<file path="config.mk">
export PLATFORM = sky130hd
export DESIGN_NAME = req_initiator
export DESIGN_NICKNAME = d
export VERILOG_FILES = /design/src/rtl/req_initiator.sv
export SDC_FILE = /design/constraint.sdc
export NUM_CORES = 1
export LEC_CHECK = 0
export ABC_AREA = 1
export ABC_CLOCK_PERIOD_IN_PS = 3200
export BUFFER_PORTS_ARGS = -buffer_cell sky130_fd_sc_hd__buf_4
export CAP_MARGIN = 15
export CELL_PAD_IN_SITES_DETAIL_PLACEMENT = 0
export CELL_PAD_IN_SITES_GLOBAL_PLACEMENT = 2
export CORE_MARGIN = 2
export CORE_UTILIZATION = 29
export DETAILED_ROUTE_END_ITERATION = 6
export PLACE_DENSITY = 0.89
export SYNTH_ARGS = -nofsm -noshare
export SYNTH_HDL_FRONTEND = slang
export SYNTH_SLANG_ARGS = --single-unit
</file>
<file path="constraint.sdc">
create_clock -name clk -period 3.2 [get_ports clk]
set_input_delay 0.64 -clock clk [delete_from_list [all_inputs] [get_ports clk]]
set_output_delay 0.64 -clock clk [all_outputs]
set_load 0.01 [all_outputs]
</file>
<file path="src/rtl/req_initiator.sv">
// Requester side of a single-wire req/resp handshake: issues one request per start,
// counts grants against the responder budget and latches a sticky error.
module req_initiator #(
    parameter int unsigned MAX_RESP = 3,
    parameter int unsigned TIMEOUT  = 2,
    parameter int unsigned CNT_W    = 3
) (
    input  logic             clk,
    input  logic             reset,
    input  logic             start,
    input  logic             resp,
    output logic             req,
    output logic             _rt_get,
    output logic             busy,
    output logic [CNT_W-1:0] grant_cnt,
    output logic             exhausted,
    output logic             drop,
    output logic             error
);

    localparam int unsigned TW = (TIMEOUT > 1) ? $clog2(TIMEOUT) : 1;

    typedef enum logic [1:0] {
        IDLE = 2'd0,
        REQ  = 2'd1,
        LOCK = 2'd2
    } state_t;

    state_t           state, state_n;
    logic [TW-1:0]    timer, timer_n;
    logic             req_n, busy_n, exhausted_n, drop_n, error_n;
    logic [CNT_W-1:0] grant_cnt_n;

    assign _rt_get = req;

    // State and registered outputs
    always_ff @(posedge clk) begin
        if (reset) begin
            state     <= IDLE;
            timer     <= '0;
            req       <= 1'b0;
            busy      <= 1'b0;
            grant_cnt <= '0;
            exhausted <= 1'b0;
            drop      <= 1'b0;
            error     <= 1'b0;
        end else begin
            state     <= state_n;
            timer     <= timer_n;
            req       <= req_n;
            busy      <= busy_n;
            grant_cnt <= grant_cnt_n;
            exhausted <= exhausted_n;
            drop      <= drop_n;
            error     <= error_n;
        end
    end

    // Next-state and next-output logic
    always_comb begin
        state_n     = state;
        timer_n     = timer;
        req_n       = req;
        busy_n      = busy;
        grant_cnt_n = grant_cnt;
        exhausted_n = exhausted;
        drop_n      = 1'b0;
        error_n     = error;

        unique case (state)
            IDLE: begin
                req_n  = 1'b0;
                busy_n = 1'b0;
                // A resp with nothing outstanding is a protocol violation
                if (resp) begin
                    error_n = 1'b1;
                    state_n = LOCK;
                end else if (start && !exhausted) begin
                    req_n   = 1'b1;
                    busy_n  = 1'b1;
                    timer_n = '0;
                    state_n = REQ;
                end else if (start) begin
                    drop_n = 1'b1;
                end
            end
            REQ: begin
                drop_n = start;
                if (resp) begin
                    if (grant_cnt != CNT_W'(MAX_RESP))
                        grant_cnt_n = grant_cnt + CNT_W'(1);
                    exhausted_n = (grant_cnt_n == CNT_W'(MAX_RESP));
                    req_n       = 1'b0;
                    busy_n      = 1'b0;
                    state_n     = IDLE;
                end else if (timer == TW'(TIMEOUT - 1)) begin
                    error_n = 1'b1;
                    req_n   = 1'b0;
                    busy_n  = 1'b0;
                    state_n = LOCK;
                end else begin
                    timer_n = timer + TW'(1);
                end
            end
            LOCK: begin
                req_n   = 1'b0;
                busy_n  = 1'b0;
                error_n = 1'b1;
                drop_n  = start;
            end
            default: begin
                state_n = LOCK;
                req_n   = 1'b0;
                busy_n  = 1'b0;
                error_n = 1'b1;
            end
        endcase
    end

endmodule

</file>
# Word level (Yosys, flattened, before mapping)
# Index checks and enable logic that the tools add are counted.
classes:
  n_addsub: 2
  eq_ne: 11
  mux: 26
  n_bitwise: 1
  n_reduce_logical: 9
ops:
  columns: ["cell", "count"]
  rows:
  - ["$mux W1", 14]
  - ["$ne A2 B2 Y1 const B", 5]
  - ["$mux W3", 3]
  - ["$mux W2", 4]
  - ["$pmux W1 S2", 4]
  - ["$ne A3 B3 Y1 const B", 2]
  - ["$pmux W2 S3", 1]
  - ["$reduce_and A3 Y1", 2]
  - ["$reduce_and A4 Y1", 1]
  - ["$add A3 B1 Y3 const B", 1]
  - ["$eq A3 B2 Y1 const B", 1]
  - ["$ne A3 B2 Y1 const B", 1]
  - ["$eq A2 B1 Y1 const B", 1]
  - ["$eq A2 B2 Y1 const B", 1]
  - ["$logic_not A2 Y1", 1]
  - ["$reduce_and A2 Y1", 1]
  - ["$reduce_bool A2 Y1", 1]
  - ["$reduce_or A2 Y1", 1]
  - ["$add A1 B1 Y1 const B", 1]
  - ["$logic_and A1 B1 Y1", 1]
  - ["$logic_not A1 Y1", 1]
  - ["$not A1 Y1", 1]
totals:
  register_bits: 10
  input_bits: 4
  output_inout_bits: 9
  wordCells: 56

# Depth between registers and ports, before layout
depth:
  word_depth: 5
  mapped_depth: 8
  ltp_nobuf: 8

# Least setup slack after synthesis
# No wires, ideal clock.
synth_timing:
  path_kind: "register to register"
  startpoint: "register state[1]"
  endpoint: "register timer"
  setup_time_ps: 113
  arrival_ps: 1112
  required_ps: 3087
  path_slack_ps: 1976
  path_stages_with_launch: 9
  path_buffers: 0
  synth_period_minus_slack_ps: 1224
  cell_sequence: "dfxtp_1 -> inv_1 -> ha_1 -> nand2_2 -> o21ai_0 -> a21oi_1 -> nand2_1 -> nand2_1 -> nor2_1"
synth_between:
  elab_chain_len: 3
  word_cells_on_any_way: 8
  classes_between: "4 x eq/ne; 1 x mux; 3 x reduce/logical"
synth_lines:
  columns: ["item", "line_no", "text"]
  rows:
  - ["from (decl)", "29", "state_t state, state_n;"]
  - ["from (signal assigned)", "48", "state <= state_n;"]
  - ["$eq A2 B1 Y1 or $logic_not A2 Y1 (tied branches)", "70", "unique case (state)"]
  - ["$ne A2 B2 Y1 (no line) or $reduce_bool A2 Y1 (tied branches)", null, null]
  - ["$reduce_and A4 Y1 (no line)", null, null]
  - ["to (signal assigned)", "49", "timer <= timer_n;"]
  - ["to (decl)", "30", "logic [TW-1:0] timer, timer_n;"]
# Parallel ways exist; a longest one is shown, timed or not.
# A chain may end at the register's enable or synchronous reset.

# Worst setup path after layout
layout_timing:
  startpoint: "register grant_cnt[0]"
  endpoint: "output port grant_cnt[0]"
layout_lines:
  columns: ["item", "line_no", "text"]
  rows:
  - ["from (decl)", "15", "output logic [CNT_W-1:0] grant_cnt,"]
  - ["from (signal assigned)", "52", "grant_cnt <= grant_cnt_n;"]
# No word-level cell between the ends.

==> impl_metrics.ini <==
[run_status]
status = completed

[worst_setup_path]
worstPathCellList = buf_4
cpPeakStageDelay_ps = 400
worst_path_max_delay_cell = dfxtp_1
cp_max_fo = 5
crit_type = register to output port
worstSetupEndpointType = output port
crit_arrival_ps = 810
required_ps = 2560
cp_top_family = flip-flops
start_kind = register
path_buf_inv = 1

[logic_synthesis]
synth_area_um2 = 601
yosysTopAreaCell = dfxtp_1
synth-edff-count = 0
synth_top_cells_by_area = dfxtp_1 33%, ha_1 15%, nand2_1 13%
synthTopCellsByCount = 20 x nand2_1, 13 x nor2_1, 12 x inv_1, 10 x dfxtp_1, 7 x ha_1
synth.most_common_cell = nand2_1
synth_top_area_share_pct = 33.3
ys_seq_area_share_pct = 33.3
yosys_warnings = 0
synth_async_sr_flop_share_pct = 0
synth_fp_nets = 97
synth-main-ff-cell = dfxtp_1
yosysUniqueCellTypes = 17
syn_inst = 86
avgSynthCellArea_um2 = 6.98
synth_seq_cells = 10

[sta]
final_max_slew_viol_count = 0
setup_tns_ps = 0
finalCritPeriodShare_pct = 45.3
fin_crit_ps = 1450
worst_pin_slew_ps = 186
rsz0062_at_grt = no
clock-skew-final_ps = 6.10
hold_violations = 0
finalSetupViolCount = 0
slew_headroom_pct = 87.5
clock.fmax_mhz = 690

[die]
die_x_um = 49.5
start_util_pct = 30.6
design.die.area_um2 = 2450
ioPinCount = 13
die_y_um = 49.5
coreArea_um2 = 1960
row_count = 16

[clock_tree]
cts_tree = done
ctsResizeCount = 0
ctsHoldBuffers = 0
root_buffer = clkbuf_4
clk_pin_slew_ps = 70
post_cts_buffers = 0
numCtsBuffers = 3
clkLatencyLatePin_ps = 260
clkSinkCount = 10
cts_htree_levels = 1
clock_path_buffers = 2

[global_route]
overflow = 0
grt_usage_pct = 11.6
grt_use_met3_pct = 3.94
grt_util_met2_pct = 15.5
use_met1_pct = 15.9
grt_max_degree = 7
grt.busiest_layer = met1
grt_pass1_wl_um = 2120
antenna_found_initial = 0
first_global_vias = 477

[detailed_routing]
vias = 550
wire_per_inst_um = 9.57
wl_um = 1220
viasPerCell = 4.33
drc = 0
first_pass_iters = 4
drtAntennaViolNets = 0
first_iter_violations = 4

[pwr]
ir_drop_uv = 238
p_per_area_nw_per_um2 = 650
p_leak_nw = 0.388

[cells_and_area]
layout-drive-gt1-share_pct = 20.0
final_nets = 112
final_cell_area_um2 = 746
n_antenna_cell = 0
syn_to_final_growth_pct = 24.2
fin_cells = 127

[job]
cap_viol_max_count = 0

[worst_hold_path]
hp-class = register to register

[place]
place_congestion = 0.785
dp_hpwl_um = 964
placed_area_um2 = 709
dp_cells = 123
port_buffers = 12
placed cells by master (no fill, tap or decap):
cell type / synthesis / layout
o21ai_0: 2 / 2
nor2_2: 1 / 1
clkbuf_4: 0 / 3
nand4_1: 1 / 1
nor2_1: 13 / 13
clkbuf_8: 0 / 1
nand3b_1: 1 / 1
ha_1: 7 / 7
a21oi_1: 6 / 6
dfxtp_1: 10 / 10
inv_2: 1 / 1
nand2_1: 20 / 20
nand3_1: 5 / 5
nand2_2: 1 / 1
inv_1: 12 / 12
o211ai_1: 2 / 2
o211a_1: 1 / 1
buf_4: 2 / 12
a21oi_2: 1 / 1
layout make-up:
cell class / count / area (um2)
inverter: 13 / 48.8
tap: 27 / 33.8
multi-input combinational: 61 / 337
fill: 247 / 1220
clock buffer: 4 / 36.3
sequential: 10 / 200
timing repair buffer: 12 / 90.1
per-layer routing:
metal	share of wire [%]	routed length, um	vias up
li1	-	-	298
met5	0	0	-
met3	5.3	65	2
met2	42	510	9
met4	1.1	13	0
met1	52	627	241
flip-flops by register name, indices dropped and copies added (netlist names):
signal	flops
grant_cnt	3
state	2
busy	1
drop	1
error	1
exhausted	1
timer	1
power by group:
part | leakage [nW] | internal (mW) | switching, mW
clock | 0.0210 | 0.0690 | 0.0431
combinational | 0.285 | 0.0850 | 0.115
sequential | 0.0817 | 0.151 | 0.0220
total | 0.388 | 0.305 | 0.180
through the flow:
stage	utilization [%]	hold WS, ps	power, mW	setup WS (ps)
floorplan	-	468	0.323	1980
global placement	36.2	439	0.377	1800
detailed placement	36.2	454	0.375	1800
CTS	38.0	466	0.491	1740
global route	38.0	516	0.535	1610
finish	38.0	465	0.484	1750
path summary, 6_finish.rpt:
kind / slack, ps / startpoint / cells after the start / end
setup reg to reg: 1820 / state[1] / 8 / timer
hold reg to reg: 470 / error / 2 / error
setup / recovery: 1750 / grant_cnt[0] / 1 / grant_cnt[0]
hold / removal: 470 / error / 2 / error
cell families after synthesis:
group | count (synthesis) | share of synthesized area, %
and+or+nand+nor | 42 | 29.2
buffers and inverters | 15 | 10.6
AOI/OAI and AO/OA | 12 | 12.3
DFF | 10 | 33.3
adders and majority gates | 7 | 14.6
Note: power is estimated with default switching activity, not from simulation.
